**src/rtl/gpio_input_filter.sv**
```systemverilog
// Per-pin synchronizer plus stability filter for GPIO pad inputs, with
// one-cycle rise/fall pulses on accepted level changes.

module gpio_input_filter_lane #(
  parameter int SYNC_STAGES   = 2,
  parameter int FILTER_CYCLES = 16
) (
  input  logic clk,
  input  logic rst,
  input  logic raw,
  input  logic bypass,
  output logic filt,
  output logic filt_d
);
  localparam int            CW   = $clog2(FILTER_CYCLES) + 1;
  localparam logic [CW-1:0] LAST = CW'(FILTER_CYCLES - 1);

  logic [SYNC_STAGES-1:0] sync_q;
  logic                   sync;
  logic [CW-1:0]          cnt;

  assign sync = sync_q[SYNC_STAGES-1];

  always_ff @(posedge clk) begin
    if (rst) begin
      sync_q <= '0;
      filt   <= 1'b0;
      filt_d <= 1'b0;
      cnt    <= '0;
    end else begin
      sync_q <= {sync_q[SYNC_STAGES-2:0], raw};
      filt_d <= filt;
      if (bypass) begin
        filt <= sync;
        cnt  <= '0;
      end else if (sync == filt) begin
        cnt <= '0;
      end else if (cnt == LAST) begin
        // Stable for the full window: accept and restart for the next change.
        filt <= sync;
        cnt  <= '0;
      end else begin
        cnt <= cnt + 1'b1;
      end
    end
  end
endmodule

module gpio_input_filter #(
  parameter int WIDTH         = 15,
  parameter int SYNC_STAGES   = 2,
  parameter int FILTER_CYCLES = 16
) (
  input  logic             io_clock,
  input  logic             io_reset,
  input  logic [WIDTH-1:0] io_pins_raw,
  input  logic [WIDTH-1:0] io_bypass,
  output logic [WIDTH-1:0] io_pins_read,
  output logic [WIDTH-1:0] io_rise,
  output logic [WIDTH-1:0] io_fall,
  output logic             io_changed
);
  logic [WIDTH-1:0] filt, filt_d;

  gpio_input_filter_lane #(
    .SYNC_STAGES  (SYNC_STAGES),
    .FILTER_CYCLES(FILTER_CYCLES)
  ) u_lane [WIDTH-1:0] (
    .clk   (io_clock),
    .rst   (io_reset),
    .raw   (io_pins_raw),
    .bypass(io_bypass),
    .filt  (filt),
    .filt_d(filt_d)
  );

  assign io_pins_read = filt;
  assign io_rise      = filt & ~filt_d;
  assign io_fall      = ~filt & filt_d;
  assign io_changed   = |(io_rise | io_fall);
endmodule

```
**config.mk**
```make
export PLATFORM = sky130hd
export DESIGN_NAME = gpio_input_filter
export DESIGN_NICKNAME = d
export VERILOG_FILES = /design/src/rtl/gpio_input_filter.sv
export SDC_FILE = /design/constraint.sdc
export NUM_CORES = 1
export LEC_CHECK = 0
export CORE_ASPECT_RATIO = 2
export CORE_UTILIZATION = 49
export CTS_BUF_LIST = sky130_fd_sc_hd__clkbuf_4 sky130_fd_sc_hd__clkbuf_8 sky130_fd_sc_hd__clkbuf_16
export DETAILED_ROUTE_END_ITERATION = 7
export PLACE_DENSITY = 0.76
export SLEW_MARGIN = 15
export SYNTH_ARGS = -nofsm -noshare
export SYNTH_HDL_FRONTEND = slang
export SYNTH_SLANG_ARGS = --single-unit
```
**constraint.sdc**
```tcl
create_clock -name io_clock -period 1.6 [get_ports io_clock]
set_input_delay 0.32 -clock io_clock [delete_from_list [all_inputs] [get_ports io_clock]]
set_output_delay 0.32 -clock io_clock [all_outputs]
set_load 0.05 [all_outputs]
```
# == Word-level counts from Yosys, hierarchy flattened ==
# Cells that the tools add are included.
# classes
addsub,15
n_eq_ne,45
n_mux,45
bitwise,5
reduce_logical,46
# op_table
cell,n
"adder 5 x 1 -> 5 bit, second input constant",15
"== test 5 x 4 -> 1 bit, second input constant",15
OR reduction 4 bit,15
two-way mux 1 bit,45
bitwise AND 15 bit,2
"!= test 2 bit, second input constant",15
inverter 15 bit,2
AND reduction 2 bit,15
nonzero test 2 bit,15
== test 1 bit,15
bitwise OR 15 bit,1
OR reduction 15 bit,1
# word_totals
register_bits,135
inputBits,32
elab_cells,216

# == Logic depth before layout (Yosys ltp) ==
# depth
word_depth,4
ltp_mapped,5
ltp_nobuf,5

# == By module ==
# A second synthesis with hierarchy kept.
# unflattened
cells_unflattened,530
area_unflattened_um2,5267.6
# by_module_without_submodules
module,instances,cells_each,area_each_um2
gpio_input_filter_lane,15,31,316.6
gpio_input_filter,1,65,519.2

# == Worst setup path before layout ==
# Ideal clock, no wire load.
# synth_path
path_type,register -> output
start,register u_lane[7].filt_d
end,output port io_changed
arrival_ns,1.456
setup_slack_ns,-0.176
stages_incl_launch_ff,5
cell_sequence,dfxtp_1 inv_1 ha_1 nand4_1 or4_1
# synth_via
elab_chain_cells,4
word_cells_on_any_way,5
classes_between,bitwise: 4; reduce/logical: 1
# synth_lines
item,line,rtl
from (decl),13,output logic filt_d
from (signal assigned),32,filt_d <= filt;
inverter 15 bit,78,assign io_rise = filt & ~filt_d;
bitwise AND 15 bit,78,
bitwise OR 15 bit *,80,assign io_changed = |(io_rise | io_fall);
OR reduction 15 bit *,80,
to (decl),61,output logic io_changed
# Every way passes the cells marked *; elsewhere a longest branch is shown, timed or not.

# == Final worst setup path ==
# Ends and elaborated chain as after synthesis.

==> flow_metrics.env <==
export IMPL_grt_usage_pct=26.48
export IMPL_path_depth=5
export IMPL_syn_avg_cell_area_um2=9.979
export IMPL_power_frac_seq_pct=42.6
export IMPL_dr_wl_met2_um=9123
export IMPL_synthDistinctLibCells=18
export IMPL_crit_end="io_changed"
export IMPL_cts_buffer_depth=2
export IMPL_syn_to_final_growth_pct=63.02
export IMPL_vias=4369
export IMPL_post_synth_top_count_cell="dfxtp_1"
export IMPL_cp_startpoint="u_lane[7].filt_d"
export IMPL_first_iter_violations=224
export IMPL_outcome="complete, but fails checks"
export IMPL_finalSetupTns_ns=-1.067
export IMPL_yosysTopAreaCellShare_pct=50.34
export IMPL_wl_per_cell_um=19.43
export IMPL_switching_share_pct=23.21
export IMPL_topRoutingLayerUsed="met4"
export IMPL_dieHeight_um=150.0
export IMPL_grt_setup_unrepaired="yes"
export IMPL_regToRegStartpoint="u_lane[14].cnt[0]"
export IMPL_power_density_mw_per_mm2=928.8
export IMPL_cts_buffers=17
export IMPL_yosys_top_cells_count="135 x dfxtp_1, 90 x nor2_1, 60 x ha_1, 60 x inv_1"
export IMPL_finalClockSkew_ns=0.008001
export IMPL_p_clk_share_pct=49.4
export IMPL_min_delay_path_class="input pin to flop"
export IMPL_drv_slew=0
export IMPL_leakagePower_nw=3.281
export IMPL_end_kind="output pin"
export IMPL_violations="negative setup slack"
export IMPL_cts_max_level=4
export IMPL_finalWorstSetupSlack_ns=-0.6412
export IMPL_start_util_pct=50.60
export IMPL_nNetsFinal=787
export IMPL_final_layout_size_suffix_gt1_share_pct=49.29
export IMPL_via_per_inst=5.170
export IMPL_finish_utilization_pct=82.49
export IMPL_crit_path_top_delay_cell="or4_4"
export IMPL_ys_ff_latch=135
export IMPL_synth_top_area_cell="dfxtp_1"
export IMPL_root_buffer="clkbuf_16"
export IMPL_yosysWarnings=0
export IMPL_route_detailed_drc=0
export IMPL_grt_pass1_wl_um=22730
export IMPL_core_area_mm2=0.01061
export IMPL_drtPass1Iterations=4
export IMPL_placementRows=53
export IMPL_insertion_delay_ns=0.42
export IMPL_cp_slowest_stage_delay_ns=0.45
export IMPL_final_hold_viol_count=0
export IMPL_wl_met3_um=601
export IMPL_critPathBufInv=2
export IMPL_post_place_ws_ns=-0.2139
export IMPL_place_inst=792
export IMPL_cts_tree="yes"
export IMPL_period_needed_ns=2.241
export IMPL_r2r_cells=6
export IMPL_num_fill_cells=522
export IMPL_worstPathCellList="inv_1, ha_1, nand4_1, or4_4, buf_8"
export IMPL_async_flop_share_pct=0
export IMPL_grt_max_degree=35
export IMPL_grt_pass1_vias=4650
export IMPL_boundaryPins=78
export IMPL_reg2reg_slack_ns=-0.05
export IMPL_internal_power_mw=6.242
export IMPL_synth_area_mm2=0.005369
export IMPL_finalNonFillerCells=845
export IMPL_met1Wirelength_um=5799
export IMPL_antenna_found_initial=0
export IMPL_worstMarginPinSlew_ns=0.3893
export IMPL_relSlewSlack_pct=73.77
export IMPL_multiInputGateArea_mm2=0.003035
export IMPL_synth_top_flop_cell="dfxtp_1"
export IMPL_hold_buffers=0
export IMPL_die_x_um=76.02
export IMPL_cp_arrival_ns=1.92
export IMPL_diodes=0
export IMPL_synth_nets=630
export IMPL_worstSetupPathType="flop to output pin"
export IMPL_cp_max_fo=2
export IMPL_fmax_ghz=0.4462
export IMPL_crit_family="simple AND/OR/NAND/NOR gates"
export IMPL_final_setup_viol_count=19
export IMPL_ant_nets=0
export IMPL_dieArea_mm2=0.01140
export IMPL_worst_endpoint_required_ns=1.28
export IMPL_dpl_hpwl_um=8171
export IMPL_register_area_mm2=0.002775
export IMPL_seq_area_frac_synth_pct=50.34
export IMPL_overflow=0
export IMPL_cts_sinks=135
export IMPL_cap_viol_max_count=0
export IMPL_power_mw=8.129
export IMPL_pwr_share_comb_pct=8.0
export IMPL_io_buffers=77
export IMPL_gp_congestion=0.7786
export IMPL_r2r_end="u_lane[14].filt"
export IMPL_synthCells=538
export IMPL_peakVddDrop_uv=1186
export IMPL_wl_um=16420
export IMPL_synth_edff_count=0
export IMPL_clk_pin_slew_ns=0.06
export IMPL_ys_top_cells_by_area="dfxtp_1 50%, ha_1 14%, nor2_1 6.3%"
export IMPL_switchingPower_mw=1.887
export IMPL_finalCritPeriodShare_pct=140.1
export IMPL_start_kind="flop"
-- worst min-delay path by stage --
stage / startpoint / end / slack (ns) / depth (start not counted)
floorplan: u_lane[0].sync_q[0] / u_lane[0].sync_q[1] / 0.41 / 1
global placement: u_lane[10].sync_q[0] / u_lane[10].sync_q[1] / 0.42 / 1
CTS: io_reset / u_lane[8].filt_d / 0.29 / 3
global route: io_reset / u_lane[4].filt_d / 0.31 / 3
finish: io_reset / u_lane[4].filt_d / 0.30 / 3
detailed placement: u_lane[5].sync_q[0] / u_lane[5].sync_q[1] / 0.42 / 1
-- power by group through the flow --
stage | clock network, mW | logic (mW) | registers [mW]
floorplan | 0 | 0.278 | 3.52
global route | 4.17 | 0.683 | 3.46
global placement | 0 | 0.537 | 3.52
detailed placement | 0 | 0.547 | 3.52
CTS | 3.96 | 0.592 | 3.46
finish | 4.02 | 0.653 | 3.46
-- per-stage QoR --
step           hold slack (ns)  cell area, um^2
5_1_grt                 0.3118             8752
6_report                0.2961             8752
2_1_floorplan           0.4138             5381
3_5_place_dp            0.4245             7107
4_1_cts                 0.2938             8190
3_3_place_gp            0.4188             7107
-- flip-flops by register name (all words and copies together), names as in the netlist --
| signal | count |
|---|---|
| u_lane.filt | 15 |
| u_lane.cnt | 75 |
| u_lane.filt_d | 15 |
| u_lane.sync_q | 30 |
-- cells in the final DEF (no fill, tap or decap), types with 6 or more instances in the layout --
cell type / n
buf_6: 13
ha_4: 38
and3_4: 10
buf_4: 69
or3_1: 13
dfxtp_2: 40
dfxtp_1: 89
xor2_1: 15
clkbuf_16: 17
clkinvlp_4: 6
nor2_1: 54
nor2_4: 13
ha_1: 10
clkdlybuf4s50_1: 30
a21oi_1: 11
nor2_2: 23
inv_1: 39
or4_4: 16
xnor2_1: 30
nor2b_1: 30
o21ai_0: 14
inv_2: 15
ha_2: 12
buf_12: 47
nand3_1: 15
dfxtp_4: 6
-- cell families (layout without fill, tap and decap cells) --
| group | after synthesis | count (layout) | synth area share (%) |
|---|---|---|---|
| simple gates | 185 | 185 | 18.41 |
| flops | 135 | 135 | 50.34 |
| buf+inv | 83 | 253 | 7.131 |
| fa+ha+maj | 60 | 60 | 13.98 |
| xor+xnor | 45 | 45 | 7.341 |
| compound gates | 30 | 30 | 2.796 |
-- final cells by class --
type | count | area share [%]
clock buffer | 19 | 5.104
clock inverter | 13 | 1.773
inverter | 60 | 2.773
multi-input combinational | 320 | 34.68
sequential | 135 | 31.71
tap | 137 | 1.959
timing repair buffer | 161 | 22.00
-- worst min-delay path, cell delays in order --
cell    delay, ns
buf_2        0.15
buf_12       0.16
nor2_1       0.04
-- routing by layer --
metal | up-vias | GRT usage [%]
li1 | 2032 | -
met4 | 0 | 15.29
met5 | - | 0
met1 | 2113 | 24.42
met2 | 160 | 51.59
met3 | 64 | 6.707
-- what timing repair did --
item | CTS | global route
resized for setup | 124 | 112
endpoints found under the setup margin | 92 | 85
buffers inserted | 7 | 16
pin swaps | 53 | 42
Note: power is estimated with default switching activity, not from simulation.
